File: src/rtl/led_pkg.sv
// Shared types and sizes for the LED blink scheduler.
package led_pkg;

  localparam int unsigned N_REQ = 3;
  localparam int unsigned CNT_W = 4;

  typedef enum logic [1:0] {
    StIdle,
    StOn,
    StOff,
    StGap
  } state_e;

  function automatic logic [CNT_W-1:0] cnt_field(input logic [N_REQ*CNT_W-1:0] cnts,
                                                 input int unsigned idx);
    return cnts[idx*CNT_W +: CNT_W];
  endfunction

endpackage

File: src/rtl/led_tick_gen.sv
// Half-period tick divider: one-cycle strobe every TICK_DIV cycles while not cleared.
module led_tick_gen #(
  parameter int unsigned TICK_DIV = 25_000_000
) (
  input  logic clk,
  input  logic rst,
  input  logic clr,
  output logic tick
);

  localparam int unsigned W = $clog2(TICK_DIV);

  logic [W-1:0] div_q;

  assign tick = !clr && (div_q == W'(TICK_DIV - 1));

  always_ff @(posedge clk) begin
    if (rst || clr) begin
      div_q <= '0;
    end else if (tick) begin
      div_q <= '0;
    end else begin
      div_q <= div_q + W'(1);
    end
  end

endmodule

File: src/rtl/led_blink_sched.sv
// Fixed-priority scheduler sharing one LED among requesters, each blinking its latched count
// followed by an off gap.
module led_blink_sched
  import led_pkg::*;
#(
  parameter int unsigned TICK_DIV  = 25_000_000,
  parameter int unsigned GAP_TICKS = 2
) (
  input  logic                   clk,
  input  logic                   rst,
  input  logic [N_REQ-1:0]       req,
  input  logic [N_REQ*CNT_W-1:0] req_cnt,
  output logic [N_REQ-1:0]       grant,
  output logic [N_REQ-1:0]       done,
  output logic                   busy,
  output logic                   led
);

  localparam int unsigned GapW = (GAP_TICKS > 1) ? $clog2(GAP_TICKS) : 1;

  state_e             state_q;
  logic [N_REQ-1:0]   grant_q;
  logic [N_REQ-1:0]   done_q;
  logic [CNT_W-1:0]   rem_q;
  logic [GapW-1:0]    gap_q;
  logic               led_q;
  logic               tick;
  logic [N_REQ-1:0]   elig;
  logic [N_REQ-1:0]   pick;
  logic [CNT_W-1:0]   pick_cnt;

  led_tick_gen #(
    .TICK_DIV(TICK_DIV)
  ) u_tick (
    .clk (clk),
    .rst (rst),
    .clr (state_q == StIdle),
    .tick(tick)
  );

  // done_q doubles as the one-cycle mask: it is high exactly in the first IDLE cycle.
  always_comb begin
    elig     = '0;
    pick     = '0;
    pick_cnt = '0;
    for (int i = 0; i < N_REQ; i++) begin
      elig[i] = req[i] && (cnt_field(req_cnt, i) != '0) && !done_q[i];
    end
    // Ascending scan so the highest eligible index wins.
    for (int i = 0; i < N_REQ; i++) begin
      if (elig[i]) begin
        pick     = '0;
        pick[i]  = 1'b1;
        pick_cnt = cnt_field(req_cnt, i);
      end
    end
  end

  always_ff @(posedge clk) begin
    if (rst) begin
      state_q <= StIdle;
      grant_q <= '0;
      done_q  <= '0;
      rem_q   <= '0;
      gap_q   <= '0;
      led_q   <= 1'b0;
    end else begin
      done_q <= '0;
      unique case (state_q)
        StIdle: begin
          led_q <= 1'b0;
          if (|pick) begin
            grant_q <= pick;
            rem_q   <= pick_cnt;
            led_q   <= 1'b1;
            state_q <= StOn;
          end else begin
            grant_q <= '0;
          end
        end
        StOn: begin
          if (tick) begin
            led_q   <= 1'b0;
            state_q <= StOff;
          end
        end
        StOff: begin
          if (tick) begin
            if (rem_q > CNT_W'(1)) begin
              rem_q   <= rem_q - CNT_W'(1);
              led_q   <= 1'b1;
              state_q <= StOn;
            end else begin
              gap_q   <= '0;
              state_q <= StGap;
            end
          end
        end
        StGap: begin
          if (tick) begin
            if (gap_q == GapW'(GAP_TICKS - 1)) begin
              // grant_q is held through the done cycle so done never pulses without grant.
              done_q  <= grant_q;
              state_q <= StIdle;
            end else begin
              gap_q <= gap_q + GapW'(1);
            end
          end
        end
        default: state_q <= StIdle;
      endcase
    end
  end

  assign grant = grant_q;
  assign done  = done_q;
  assign led   = led_q;
  assign busy  = (state_q != StIdle);

endmodule

File: config.mk
export PLATFORM = sky130hd
export DESIGN_NAME = led_blink_sched
export DESIGN_NICKNAME = d
export VERILOG_FILES = /design/src/rtl/led_pkg.sv /design/src/rtl/led_tick_gen.sv /design/src/rtl/led_blink_sched.sv
export SDC_FILE = /design/constraint.sdc
export NUM_CORES = 1
export LEC_CHECK = 0
export ABC_AREA = 1
export BUFFER_PORTS_ARGS = -buffer_cell sky130_fd_sc_hd__clkbuf_2
export CORE_ASPECT_RATIO = 1.4
export CORE_MARGIN = 8
export CORE_UTILIZATION = 45
export DETAILED_ROUTE_END_ITERATION = 8
export PLACE_DENSITY = 0.66
export SYNTH_ARGS = -nofsm -noshare
export SYNTH_HDL_FRONTEND = slang
export SYNTH_HIERARCHICAL = 1
export SYNTH_SLANG_ARGS = --single-unit
File: constraint.sdc
create_clock -name clk -period 1.9 [get_ports clk]
set_input_delay 0.19 -clock clk [delete_from_list [all_inputs] [get_ports clk]]
set_output_delay 0.19 -clock clk [all_outputs]
set_load 0.01 [all_outputs]
== After elaboration in Yosys (flattened, before gate mapping) ==
Index checks and enable logic that the tools add are counted.

* Bits of input ports: 17
* Logic and storage cells: 80
* Register bits: 39
* Output and inout port bits: 8

* Equality and inequality tests: 11
* Bitwise gates (word level): 3
* $add $sub $neg: 3
* Reduce and logical (&&, ||, !) cells: 27
* $lt $le $gt $ge: 1
* Multiplexer cells: 28

{| class="wikitable"
|+ Operators with widths
! operator !! number
|-
| $add A25 B1 Y25 const B || 1
|-
| $eq A25 B25 Y1 const B || 1
|-
| $mux W4 || 6
|-
| $mux W2 || 7
|-
| $ne A2 B2 Y1 const B || 7
|-
| $reduce_and A4 Y1 || 3
|-
| $reduce_bool A4 Y1 || 3
|-
| $mux W1 || 9
|-
| $pmux W2 S4 || 1
|-
| $pmux W4 S2 || 1
|-
| $logic_and A1 B1 Y1 || 7
|-
| $mux W3 || 2
|-
| $reduce_bool A2 Y1 || 3
|-
| $reduce_and A5 Y1 || 1
|-
| $eq A2 B2 Y1 const B || 2
|-
| $gt A4 B1 Y1 const B || 1
|-
| $logic_not A1 Y1 || 4
|-
| $reduce_or A4 Y1 || 1
|-
| $sub A4 B1 Y4 const B || 1
|-
| $not A1 Y1 || 3
|-
| $pmux W1 S3 || 1
|-
| $reduce_bool A3 Y1 || 1
|-
| $reduce_or A3 Y1 || 1
|-
| $eq A2 B1 Y1 const B || 1
|-
| other kinds (5) || 5
|}

== Longest topological paths before layout ==
Gate-level depths: netlist (run 1).

* Depth after elaboration: 9
* Gate-level depth with buffers: 17
* Depth with buffers taken out: 17

== Cells and area by module ==
The synthesis (run 1) kept the hierarchy.

{| class="wikitable"
|+ By module, submodules not included
! module !! cells an instance !! area an instance (sq um) !! times used
|-
| led_tick_gen || 211 || 1395.1 || 1
|-
| led_blink_sched || 154 || 1088.5 || 1
|}

== Least setup slack after synthesis (run 1) ==
OpenSTA, ideal clock, no wires.

* Kind: register to register
* From: reg state_q[0]
* To: reg state_q[0]
* Setup slack: 34 ps
* Data required time: 1783 ps
* Buffers on the path: 0
* Setup time: 117 ps
* Data arrival time: 1749 ps
* Cell stages (with the launch flop): 17
* Path through: dfxtp_1 > inv_1 > ha_1 > inv_1 > nand2_1 > nor2_1 > nand2_1 > nor2_1 > nand2_2 > inv_1 > inv_2 > o21ai_1 > inv_1 > a21oi_1 > nand2_2 > nor3_1 > nor2_1

* Word-level cells in the longest chain between the ends: 5
* Elaborated cells between the ends (all ways): 13
* Classes of those cells: eq/ne: 8; mux: 1; reduce/logical: 4

{| class="wikitable"
|+ Ends and longest elaborated chain
! item !! line !! source
|-
| start, declared || led_blink_sched.sv:21 || <nowiki>state_e state_q;</nowiki>
|-
| start signal, assigned || led_blink_sched.sv:61 || <nowiki>state_q <= StIdle;</nowiki>
|-
| start signal, assigned || led_blink_sched.sv:76 || <nowiki>state_q <= StOn;</nowiki>
|-
| start signal, assigned || led_blink_sched.sv:84 || <nowiki>state_q <= StOff;</nowiki>
|-
| $logic_not A2 Y1 * || led_blink_sched.sv:37 || <nowiki>.clr (state_q == StIdle),</nowiki>
|-
| $logic_not A1 Y1 * || led_tick_gen.sv:15 || <nowiki>assign tick = !clr && (div_q == W'(TICK_DIV - 1));</nowiki>
|-
| $logic_and A1 B1 Y1 * || led_tick_gen.sv:15 ||
|-
| via tick || led_blink_sched.sv:27 || <nowiki>logic tick;</nowiki>
|-
| $ne A2 B2 Y1 (no source line) || - ||
|-
| $reduce_and A5 Y1 (no source line) * || - ||
|}

The timed path passes the listed nets; every way through them passes the cells marked *.
A chain may end at the register's enable or synchronous reset.

== Worst setup path in the final report (run 1) ==
* From: reg state_q[0]
* To: reg rem_q[3]

* Word-level cells in the longest chain between the ends: 5
* Elaborated cells between the ends (all ways): 10
* Classes of those cells: eq/ne: 4; mux: 1; reduce/logical: 5

{| class="wikitable"
|+ Ends and longest elaborated chain
! item !! line !! source
|-
| $logic_not A2 Y1 || led_blink_sched.sv:37 ||
|-
| $logic_not A1 Y1 || led_tick_gen.sv:15 ||
|-
| $logic_and A1 B1 Y1 || led_tick_gen.sv:15 ||
|-
| via tick || led_blink_sched.sv:27 ||
|-
| $ne A2 B2 Y1 (no source line) || - ||
|-
| $reduce_and A4 Y1 (no source line) || - ||
|-
| end signal, assigned || led_blink_sched.sv:74 || <nowiki>rem_q <= pick_cnt;</nowiki>
|-
| end signal, assigned || led_blink_sched.sv:90 || <nowiki>rem_q <= rem_q - CNT_W'(1);</nowiki>
|-
| end, declared || led_blink_sched.sv:24 || <nowiki>logic [CNT_W-1:0] rem_q;</nowiki>
|}

The timed path passes the listed nets, and every way through them passes these cells.

==> qor.yml, run 1 <==
gr-total-overflow: 0
cts_num_sinks: 39
num_rows: 32
nFillCells: 575
area_growth_pct: 15.2
ff_latch_area_sq_um: 783
crit_family: "simple AND/OR/NAND/NOR gates"
seq_area_frac_synth_pct: 31.4
cp_slowest_cell: "dfxtp_2"
routed.top_layer: "met4"
clk_pin_slew_ps: 70
reg2reg_to: "rem_q[3]"
clk_path_buf_depth: 2
drtIter0Drc: 105
cp_cell_sequence: "inv_2 -> ha_4 -> inv_2 -> nand2_2 -> nor2_1 -> nand2_1 -> nor2_2 -> nand2_2 -> inv_2 -> inv_2 -> nand2_2 -> nand2_4 -> nor2_8 -> nand3_1 -> nor2_2 -> nor2_2"
finalCritPeriodShare_pct: 94.4
start_util_pct: 45.9
ff2ff_setup_slack_ps: 110
cts_hold_buffers: 0
cts_tree: "built"
cts-root-buf: "clkbuf_8"
die-area_sq_um: 8190
synth_cell_type_count: 33
setup_viol: 0
multi_input_area_sq_um: 1510
drc: 0
gp_congestion: 0.808
endpoint: "rem_q[3]"
wl_mm: 5.54
clock_latency_ps: 290
crit_path_start: "state_q[0]"
dieHeight_um: 104
grt.total_usage_pct: 13.7
r2r-start: "state_q[0]"
antenna_found_initial: 0
h-tree-depth: 2
status: "complete, no violations"
ys_warn_count: 6
worst_clock_skew_ps: 3.81
hpwl_mm: 4.29
final_nets: 428
path_common_cell: "inv_2"
num_vias: 2276
worst_slack_ps: 106
grt_pass1_vias: 2198
cap_violations: 0
cp_max_fo: 4
post-route-util_pct: 52.9
worstSetupPathDepth: 16
cts_inserted_buffers: 5
core_sq_um: 5410
critPathKind: "flop to flop"
synth.net_count: 390
avgRoutedWirePerCell_um: 11.7
vias_per_cell: 4.82
power.density_nw_per_um2: 961
placed_cell_area_sq_um: 2700
worst_slew_pin_slew_ps: 352
reg2reg_depth: 16
design_area_sq_um: 2860
wl_met2_mm: 2.99
cp.arrival_ps: 1980
insertedDiodeCount: 0
worst_path_largest_cell_delay_ps: 340
post-place-ws_ps: 2.51
endpoint_kind: "flop"
max_freq_mhz: 557
critical_path_buf_inv_count: 4
start_kind: "flop"
rsz0062_at_grt: "yes"
hold_path.class: "input pin to flop"
synth_seq_cells: 39
relSlewSlack_pct: 76.5
first_pass_iters: 4
grt_pass1_wl_mm: 9.27
die_w_um: 78.8
synth_cells: 365
max-vdd-ir-drop_mv: 0.519
final-hold-violation-count: 0
critical_path_required_ps: 2090
num_io_pins: 25
wl_met1_mm: 2.30
slew_viol_final: 0
power_leakage_uw: 0.00117
wl_met3_um: 177
synth.cell_area_sq_um: 2480
numPortBuffers: 24
syn_avg_cell_area_sq_um: 6.80
period_needed_ps: 1790
grt_max_degree: 26
layout-drive-gt1-share_pct: 26.2
postRouteAntennaNets: 0
==> Yosys cell counts, drive strengths merged <==
library cell	number	share of area [%]
nand2	108	19
nor2	72	15
inv	49	7.4
dfxtp	39	31
nand3	23	4.8
a21oi	22	5.0
o21ai	12	2.4
nand4	9	2.9
ha	8	4.0
xor2	6	2.1
buf	5	2.4
xnor2	3	1.1
clkinv	2	0.30
o211ai	2	1.2
a21boi	1	0.30
nand3b	1	0.30
nor3	1	0.20
o21bai	1	0.30
or2	1	0.25
==> through the flow <==
stage	instances	hold slack (ps)	power [uW]	TNS (ps)
2_1_floorplan	365	252	1830	0
3_3_place_gp	461	430	2030	0
3_5_place_dp	461	433	2050	0
4_1_cts	469	150	2610	0
5_1_grt	472	141	2950	-320
6_report	472	139	2750	0
==> metal layers <==
metal  GRT usage, %  up-vias
met3           3.11        6
li1               -     1212
met4           4.52        0
met1           13.8     1015
met5              0        -
met2           26.1       43
==> logic make-up (layout without fill, tap and decap cells) <==
group	Yosys count	count (layout)	synth area share (%)
AO/OA/AOI/OAI	38	38	9.22
XOR/XNOR	9	9	3.17
adder cells (fa/ha/maj)	8	8	4.03
buffers and inverters	56	95	10.1
flip-flops	39	39	31.4
AND/OR/NAND/NOR	215	215	42.1
==> worst min-delay path by stage <==
stage / from / end / slack (ps) / cells after the start
2_1_floorplan: rst / state_q[1] / 250 / 1
3_3_place_gp: u_tick/div_q[0] / u_tick/div_q[0] / 430 / 1
3_5_place_dp: grant[0] / done[0] / 430 / 2
4_1_cts: rst / state_q[1] / 150 / 2
5_1_grt: rst / state_q[1] / 140 / 2
6_report: rst / state_q[1] / 140 / 2
==> cell usage in the layout, fill, tap and decap left out, types with 2 or more instances in the layout <==
cell,Yosys,final
inv_1,42,37
nor2_2,8,11
xnor2_1,3,3
nand2_2,7,12
inv_2,7,12
nor2_4,8,8
clkbuf_1,0,2
clkinv_1,2,2
xor2_1,6,6
o21ai_0,8,8
a21oi_1,20,18
nand3_1,22,21
a21oi_2,1,3
buf_4,0,12
nand3_2,1,2
dfxtp_2,0,2
dfxtp_1,39,37
nor2_1,55,52
nand2_1,95,90
clkbuf_8,0,5
o21ai_1,4,3
nand2_4,6,6
ha_1,8,6
clkbuf_2,0,24
nand4_1,8,8
==> area by class of cell <==
class / instances / area share [%]
tap: 68 / 2.97
inverter: 51 / 6.69
sequential: 39 / 27.4
clock buffer: 7 / 2.67
timing repair buffer: 36 / 7.35
clock inverter: 1 / 0.175
multi-input combinational: 270 / 52.8
==> sequential cells by signal, summed over array words and instances, names as in the netlist <==
name	count
grant	3
state_q	2
gap_q	1
u_tick/div_q	25
rem_q	4
led	1
done	3
==> power by group <==
| group | switching (uW) | internal, uW |
|---|---|---|
| sequential | 53.0 | 910 |
| combinational | 759 | 483 |
| clock | 287 | 258 |
| total | 1100 | 1650 |
==> what timing repair did <==
| item | 4_1_cts | 5_1_grt |
|---|---|---|
| pin swaps | 0 | 15 |
| hold endpoints to repair | 0 | 0 |
| buffers inserted | 0 | 3 |
| setup endpoints to repair | 1 | 7 |
| gates resized for setup | 2 | 21 |
Power figures use the tool's default switching activity.
==> run 2: changes to the inputs <==
--- a/config.mk
+++ b/config.mk
@@ -7,11 +7,14 @@
 export LEC_CHECK = 0
 export ABC_AREA = 1
 export BUFFER_PORTS_ARGS = -buffer_cell sky130_fd_sc_hd__clkbuf_2
+export CAP_MARGIN = 40
+export CELL_PAD_IN_SITES_DETAIL_PLACEMENT = 2
+export CELL_PAD_IN_SITES_GLOBAL_PLACEMENT = 2
 export CORE_ASPECT_RATIO = 1.4
 export CORE_MARGIN = 8
-export CORE_UTILIZATION = 45
+export CORE_UTILIZATION = 30
 export DETAILED_ROUTE_END_ITERATION = 8
-export PLACE_DENSITY = 0.66
+export PLACE_DENSITY_LB_ADDON = 0.1
 export SYNTH_ARGS = -nofsm -noshare
 export SYNTH_HDL_FRONTEND = slang
 export SYNTH_HIERARCHICAL = 1
==> run 2 against run 1 <==
Compared with the run above: hold slack better by 48 ps; final cell count is 9.5% higher; combinational power is 3% higher; non-clock buffer count is 11 higher; sequential share of layout area is 1.8 points lower; register-to-register slack better by 20 ps; routed wire length is 40% higher; die area is 40% higher; global-route usage is 0.80 points higher; sequential cell count stayed put; critical path type unchanged; largest cell class unchanged.
==> qor.yml, run 2 (synthesis gave the netlist of run 1 again) <==
cts_tree: "built"  # unchanged
wl_mm: 7.78  # was 5.54 mm
cp_slowest_cell: "dfxtp_1"  # was dfxtp_2
worst_slew_pin_slew_ps: 326  # was 352 ps
cp_max_fo: 3  # was 4
fin_setup_tns_ps: 0  # unchanged
die_w_um: 92.9  # was 78.8 um
num_vias: 2435  # was 2,276
grt_max_degree: 26  # unchanged
cts_hold_buffers: 0  # unchanged
critPathKind: "flop to flop"  # unchanged
r2r-start: "u_tick/div_q[0]"  # was state_q[0]
largest_register_ffs: 25  # unchanged
dieHeight_um: 124  # was 104 um
cts_inserted_buffers: 5  # unchanged
hpwl_mm: 6.16  # was 4.29 mm
insertedDiodeCount: 0  # unchanged
num_rows: 39  # was 32
drc: 0  # unchanged
reg2reg_to: "led"  # was rem_q[3]
final_common_cell: "nand2_1"  # unchanged
clk_path_buf_depth: 2  # unchanged
gp_congestion: 0.779  # was 0.808
path_common_cell: "inv_2"  # unchanged
max_freq_mhz: 564  # was 557 MHz
hold_path.class: "input pin to flop"  # unchanged
start_kind: "flop"  # unchanged
cts-root-buf: "clkbuf_16"  # was clkbuf_8
antenna_found_initial: 0  # unchanged
largestRegisters: "u_tick/div_q: 25 flops, rem_q: 4 flops"  # unchanged
num_io_pins: 25  # unchanged
start_util_pct: 30.7  # was 45.9%
period_needed_ps: 1770  # was 1790 ps
most-common-layout-cells: "nand2_1, nor2_1, inv_1, dfxtp_1, clkbuf_2"  # unchanged
hold_depth: 2  # unchanged
cp_cell_sequence: "ha_2 -> nand3_1 -> nor2_2 -> nand2_2 -> inv_2 -> inv_2 -> o21ai_2 -> inv_2 -> nor2_2 -> nand2_2 -> a21oi_2 -> nand2_1 -> a21oi_2"  # was inv_2 -> ha_4 -> inv_2 -> nand2_2 -> nor2_1 -> nand2_1 -> nor2_2 -> nand2_2 -> inv_2 -> inv_2 -> nand2_2 -> nand2_4 -> nor2_8 -> nand3_1 -> nor2_2 -> nor2_2
max-vdd-ir-drop_mv: 0.426  # was 0.519 mV
worst_path_largest_cell_delay_ps: 360  # was 340 ps
finalCritPeriodShare_pct: 93.4  # was 94.4%
postRouteAntennaNets: 0  # unchanged
status: "complete, no violations"  # unchanged
hold_end: "state_q[1]"  # unchanged
first_pass_iters: 2  # was 4
grt_pass1_vias: 2760  # was 2,198
worst_clock_skew_ps: 3.38  # was 3.81 ps
rsz0062_at_grt: "yes"  # unchanged
setup_viol: 0  # unchanged
gr-total-overflow: 0  # unchanged
final_nets: 439  # was 428
h-tree-depth: 2  # unchanged
drtIter0Drc: 30  # was 105
cap_violations: 0  # unchanged
endpoint_kind: "flop"  # unchanged
cts_num_sinks: 39  # unchanged
top_register: "u_tick/div_q"  # unchanged
vias_per_cell: 4.71  # was 4.82
whs_ps: 187  # was 139 ps
critical_path_required_ps: 2120  # was 2090 ps
area_growth_pct: 23.1  # was 15.2%
grt_pass1_wl_mm: 13.0  # was 9.27 mm
grt.total_usage_pct: 14.5  # was 13.7%
power_leakage_uw: 0.00125  # was 0.00117 uW
relSlewSlack_pct: 78.2  # was 76.5%
clock_latency_ps: 290  # about the same
final-hold-violation-count: 0  # unchanged
core_sq_um: 8100  # was 5410 sq um
reg2reg_depth: 13  # was 16
layout-drive-gt1-share_pct: 28.2  # was 26.2%
slew_viol_final: 0  # unchanged
ff2ff_setup_slack_ps: 130  # was 110 ps
die-area_sq_um: 11500  # was 8190 sq um
min_from: "rst"  # unchanged
power.density_nw_per_um2: 1030  # was 961 nW/um^2
numPortBuffers: 24  # unchanged
avgRoutedWirePerCell_um: 15.0  # was 11.7 um
cp.arrival_ps: 2000  # was 1980 ps
clk_pin_slew_ps: 60  # was 70 ps
[run 2: cell count changes in the layout (fill, tap and decap cells not counted), moves of 3 or more]
| cell | before | now |
|---|---|---|
| buf_4 | 12 | 23 |
| clkbuf_16 | 0 | 5 |
| clkbuf_8 | 5 | 2 |
| nand2_1 | 90 | 93 |
| nand2_2 | 12 | 9 |
[run 2: how the worst max path moves through the flow]
stage	start	end	slack (ps)	cells after the start
finish	u_tick/div_q[0]	led	130	13
global route	u_tick/div_q[0]	led	-30	13
floorplan	state_q[0]	state_q[0]	30	16
detailed placement	state_q[0]	state_q[0]	-70	16
CTS	state_q[1]	led	8	17
global placement	state_q[0]	state_q[0]	40	16
[run 2: critical path: cells and delay by family, from the launching register on]
kind | cells | cell delay [ps]
flip-flops | 1 | 360
buffers and inverters | 3 | 190
AO/OA/AOI/OAI | 3 | 290
adder cells (fa/ha/maj) | 1 | 220
AND/OR/NAND/NOR | 6 | 650
[run 2: metrics by stage]
stage	total power, uW	instance area (sq um)	setup slack [ps]	instances	utilization (%)
6_report	3150	3060	126	517	37.7
2_1_floorplan	1830	2480	34.0	365	-
5_1_grt	3380	3060	-30.5	517	37.7
3_5_place_dp	2140	2820	-74.6	505	34.8
3_3_place_gp	2100	2820	41.1	505	34.8
4_1_cts	3090	3000	7.96	515	37.0
[run 2: layout make-up]
cell class / count / area [sq um]
fill: 997 / 5040
multi-input combinational: 270 / 1510
sequential: 39 / 783
timing repair buffer: 47 / 293
inverter: 51 / 191
clock buffer: 8 / 156
tap: 102 / 128
[run 2: metal layers]
metal | share of wire (%) | GRT usage (%) | up-vias
met5 | 0 | 0 | -
met3 | 2.1 | 2.71 | 11
met2 | 60 | 30.4 | 25
met1 | 36 | 13.1 | 1170
met4 | 2.1 | 5.56 | 0
li1 | - | - | 1229
[run 2: power breakdown]
group / total [uW] / switching (uW) / leakage [uW] / internal (uW)
registers: 965 / 54.4 / 0.000317 / 911
logic: 1280 / 774 / 0.000858 / 504
clock network: 902 / 343 / 0.0000772 / 560
total: 3150 / 1170 / 0.00125 / 1980
[run 2: repair_timing]
item / CTS / global route
endpoints found under the setup margin: 6 / 10
resized for setup: 6 / 16
buffers inserted: 2 / 2
pin swaps: 3 / 5
==> run 3: changes to the inputs <==
--- a/config.mk
+++ b/config.mk
@@ -6,13 +6,14 @@
 export NUM_CORES = 1
 export LEC_CHECK = 0
 export ABC_AREA = 1
-export BUFFER_PORTS_ARGS = -buffer_cell sky130_fd_sc_hd__clkbuf_2
+export BUFFER_PORTS_ARGS = -buffer_cell sky130_fd_sc_hd__buf_2
 export CAP_MARGIN = 40
 export CELL_PAD_IN_SITES_DETAIL_PLACEMENT = 2
 export CELL_PAD_IN_SITES_GLOBAL_PLACEMENT = 2
 export CORE_ASPECT_RATIO = 1.4
 export CORE_MARGIN = 8
-export CORE_UTILIZATION = 30
+export CORE_UTILIZATION = 31
+export CTS_BUF_LIST = sky130_fd_sc_hd__clkbuf_8
 export DETAILED_ROUTE_END_ITERATION = 8
 export PLACE_DENSITY_LB_ADDON = 0.1
 export SYNTH_ARGS = -nofsm -noshare
==> run 3 against run 2 <==
Compared with the run above: global-route usage fell by 0.083 points; hold slack got worse by 45 ps; register-to-register slack got worse by 80 ps; non-clock buffer count fell by 2; worst setup slack got worse by 79 ps; cell area fell by 2.7%; largest power group unchanged; sequential power barely moved; die area fell by 2.7%.
==> qor.yml, run 3 (synthesis gave the netlist of run 1 again) <==
power_uw: 2880  # was 3150 uW
max-vdd-ir-drop_mv: 0.420  # was 0.426 mV
nFillCells: 977  # was 997
status: "complete, no violations"  # unchanged
max_freq_mhz: 540  # was 564 MHz
insertedDiodeCount: 0  # unchanged
p_seq_share_pct: 33.4  # was 30.7%
top_register: "u_tick/div_q"  # unchanged
period_needed_ps: 1850  # was 1770 ps
dieHeight_um: 122  # was 124 um
largest_register_ffs: 25  # unchanged
drtIter0Drc: 77  # was 30
power.density_nw_per_um2: 970  # was 1030 nW/um^2
slew_viol_final: 0  # unchanged
worst_clock_skew_ps: 6.92  # was 3.38 ps
wl_mm: 7.73  # was 7.78 mm
grt_pass1_wl_mm: 12.8  # was 13.0 mm
die_w_um: 91.7  # was 92.9 um
antenna_found_initial: 0  # unchanged
swShare_pct: 40.7  # was 37.2%
cp.arrival_ps: 2090  # was 2000 ps
cts_num_sinks: 39  # unchanged
cts-root-buf: "clkbuf_8"  # was clkbuf_16
relSlewSlack_pct: 69.5  # was 78.2%
hold_path.class: "input pin to flop"  # unchanged
gp_congestion: 0.769  # was 0.779
clock_latency_ps: 310  # was 290 ps
rsz0062_at_grt: "yes"  # unchanged
design_area_sq_um: 2970  # was 3060 sq um
hpwl_mm: 6.20  # was 6.16 mm
cts_inserted_buffers: 5  # unchanged
most-common-layout-cells: "nand2_1, nor2_1, inv_1"  # was nand2_1, nor2_1, inv_1, dfxtp_1, clkbuf_2
h-tree-depth: 2  # unchanged
cp_max_fo: 3  # unchanged
start_util_pct: 32.0  # was 30.7%
start_kind: "flop"  # unchanged
drc: 0  # unchanged
final_nets: 437  # was 439
cp_cell_sequence: "inv_2 -> ha_4 -> inv_2 -> nand2_2 -> nor2_2 -> nand2_1 -> nor2_2 -> nand2_2 -> inv_2 -> inv_2 -> o21ai_1 -> inv_1 -> a21oi_2 -> nand2_2 -> nand2_1 -> nand2_1 -> nor2_1"  # was ha_2 -> nand3_1 -> nor2_2 -> nand2_2 -> inv_2 -> inv_2 -> o21ai_2 -> inv_2 -> nor2_2 -> nand2_2 -> a21oi_2 -> nand2_1 -> a21oi_2
finalCritPeriodShare_pct: 97.5  # was 93.4%
num_io_pins: 25  # unchanged
crit_family: "simple AND/OR/NAND/NOR gates"  # unchanged
cp_slowest_cell: "dfxtp_2"  # was dfxtp_1
path_common_cell: "inv_2"  # unchanged
setup_viol: 0  # unchanged
final-hold-violation-count: 0  # unchanged
worst_slew_pin_slew_ps: 457  # was 326 ps
cts_tree: "built"  # unchanged
final_common_cell: "nand2_1"  # unchanged
clk_pin_slew_ps: 90  # was 60 ps
grt_max_degree: 26  # unchanged
p_switching_uw: 1170  # about the same
gr-total-overflow: 0  # unchanged
largestRegisters: "u_tick/div_q: 25 flops, rem_q: 4 flops"  # unchanged
vias_per_cell: 4.71  # about the same
first_pass_iters: 4  # was 2
p_int_uw: 1710  # was 1980 uW
die-area_sq_um: 11200  # was 11,500 sq um
num_vias: 2412  # was 2,435
endpoint_kind: "flop"  # unchanged
placed_cell_area_sq_um: 2810  # was 2820 sq um
numPortBuffers: 24  # unchanged
pwr-share-clk_pct: 21.5  # was 28.7%
avgRoutedWirePerCell_um: 15.1  # was 15.0 um
num_rows: 38  # was 39
cap_violations: 0  # unchanged
p_comb_share_pct: 45.1  # was 40.6%
grt_pass1_vias: 2608  # was 2,760
core_sq_um: 7750  # was 8100 sq um
clk_path_buf_depth: 2  # unchanged
cts_hold_buffers: 0  # unchanged
postRouteAntennaNets: 0  # unchanged
area_growth_pct: 19.7  # was 23.1%
grt.total_usage_pct: 14.4  # was 14.5%
critical_path_required_ps: 2130  # was 2120 ps
power_leakage_uw: 0.00123  # was 0.00125 uW
layout-drive-gt1-share_pct: 27.9  # was 28.2%
worst_path_largest_cell_delay_ps: 350  # was 360 ps
critical_path_buf_inv_count: 5  # was 3
critPathKind: "flop to flop"  # unchanged
[run 3: cell types whose count changed in the layout (fill, tap and decap cells not counted), moves of 4 or more]
cell       before  now
clkbuf_2       24    0
clkbuf_16       5    0
buf_2           0   24
clkbuf_8        2    6
[run 3: stage by stage]
stage	setup slack, ps	util [%]	setup TNS [ps]	hold WS [ps]	std cells
5_1_grt	-141	38.4	-468	129	512
6_report	47.1	38.4	0	143	512
4_1_cts	4.47	37.5	0	144	510
3_3_place_gp	54.9	36.3	0	431	503
2_1_floorplan	34.0	-	0	252	365
3_5_place_dp	-31.1	36.3	-31.1	443	503
[run 3: power by group through the flow]
stage / registers (uW) / logic, uW / clock network [uW]
after floorplan: 987 / 839 / 0
after global placement: 971 / 1130 / 0
after detailed placement: 976 / 1160 / 0
after CTS: 957 / 1170 / 638
after global routing: 975 / 1450 / 673
final: 963 / 1300 / 621
[run 3: path summary, 6_finish.rpt]
path         slack [ps]  depth (start not counted)               to       startpoint
max                  50                         17       state_q[0]       state_q[1]
min                 140                          2       state_q[1]              rst
max reg2reg          50                         17       state_q[0]       state_q[1]
min reg2reg         450                          1  u_tick/div_q[0]  u_tick/div_q[0]
[run 3: worst reg2reg max path: cells and delay by family, from the launching register on]
kind,cells,cell delay (ps)
adders and majority gates,1,160
and+or+nand+nor,9,730
DFF,1,350
buffers and inverters,5,320
AOI/OAI and AO/OA,2,210
[run 3: cell type report]
type | count | area [sq um] | share of cell area [%]
Multi-Input combinational cell | 270 | 1510 | 50.7
Sequential cell | 39 | 783 | 26.3
Timing Repair Buffer | 45 | 278 | 9.34
Inverter | 51 | 191 | 6.44
Tap cell | 100 | 125 | 4.21
Clock buffer | 6 | 82.6 | 2.78
Clock inverter | 1 | 5.00 | 0.168
[run 3: per-layer routing]
| metal | up-vias | track usage (%) | part of all wire [%] |
|---|---|---|---|
| li1 | 1219 | - | - |
| met1 | 1164 | 13.4 | 37 |
| met2 | 21 | 30.1 | 59 |
| met3 | 8 | 2.52 | 1.7 |
| met4 | 0 | 4.93 | 1.7 |
| met5 | - | 0 | 0 |
[run 3: what timing repair did]
| action | 4_1_cts | 5_1_grt |
|---|---|---|
| buffers inserted | 0 | 2 |
| pin swaps | 0 | 14 |
| endpoints found under the setup margin | 5 | 9 |
| resized for setup | 3 | 19 |
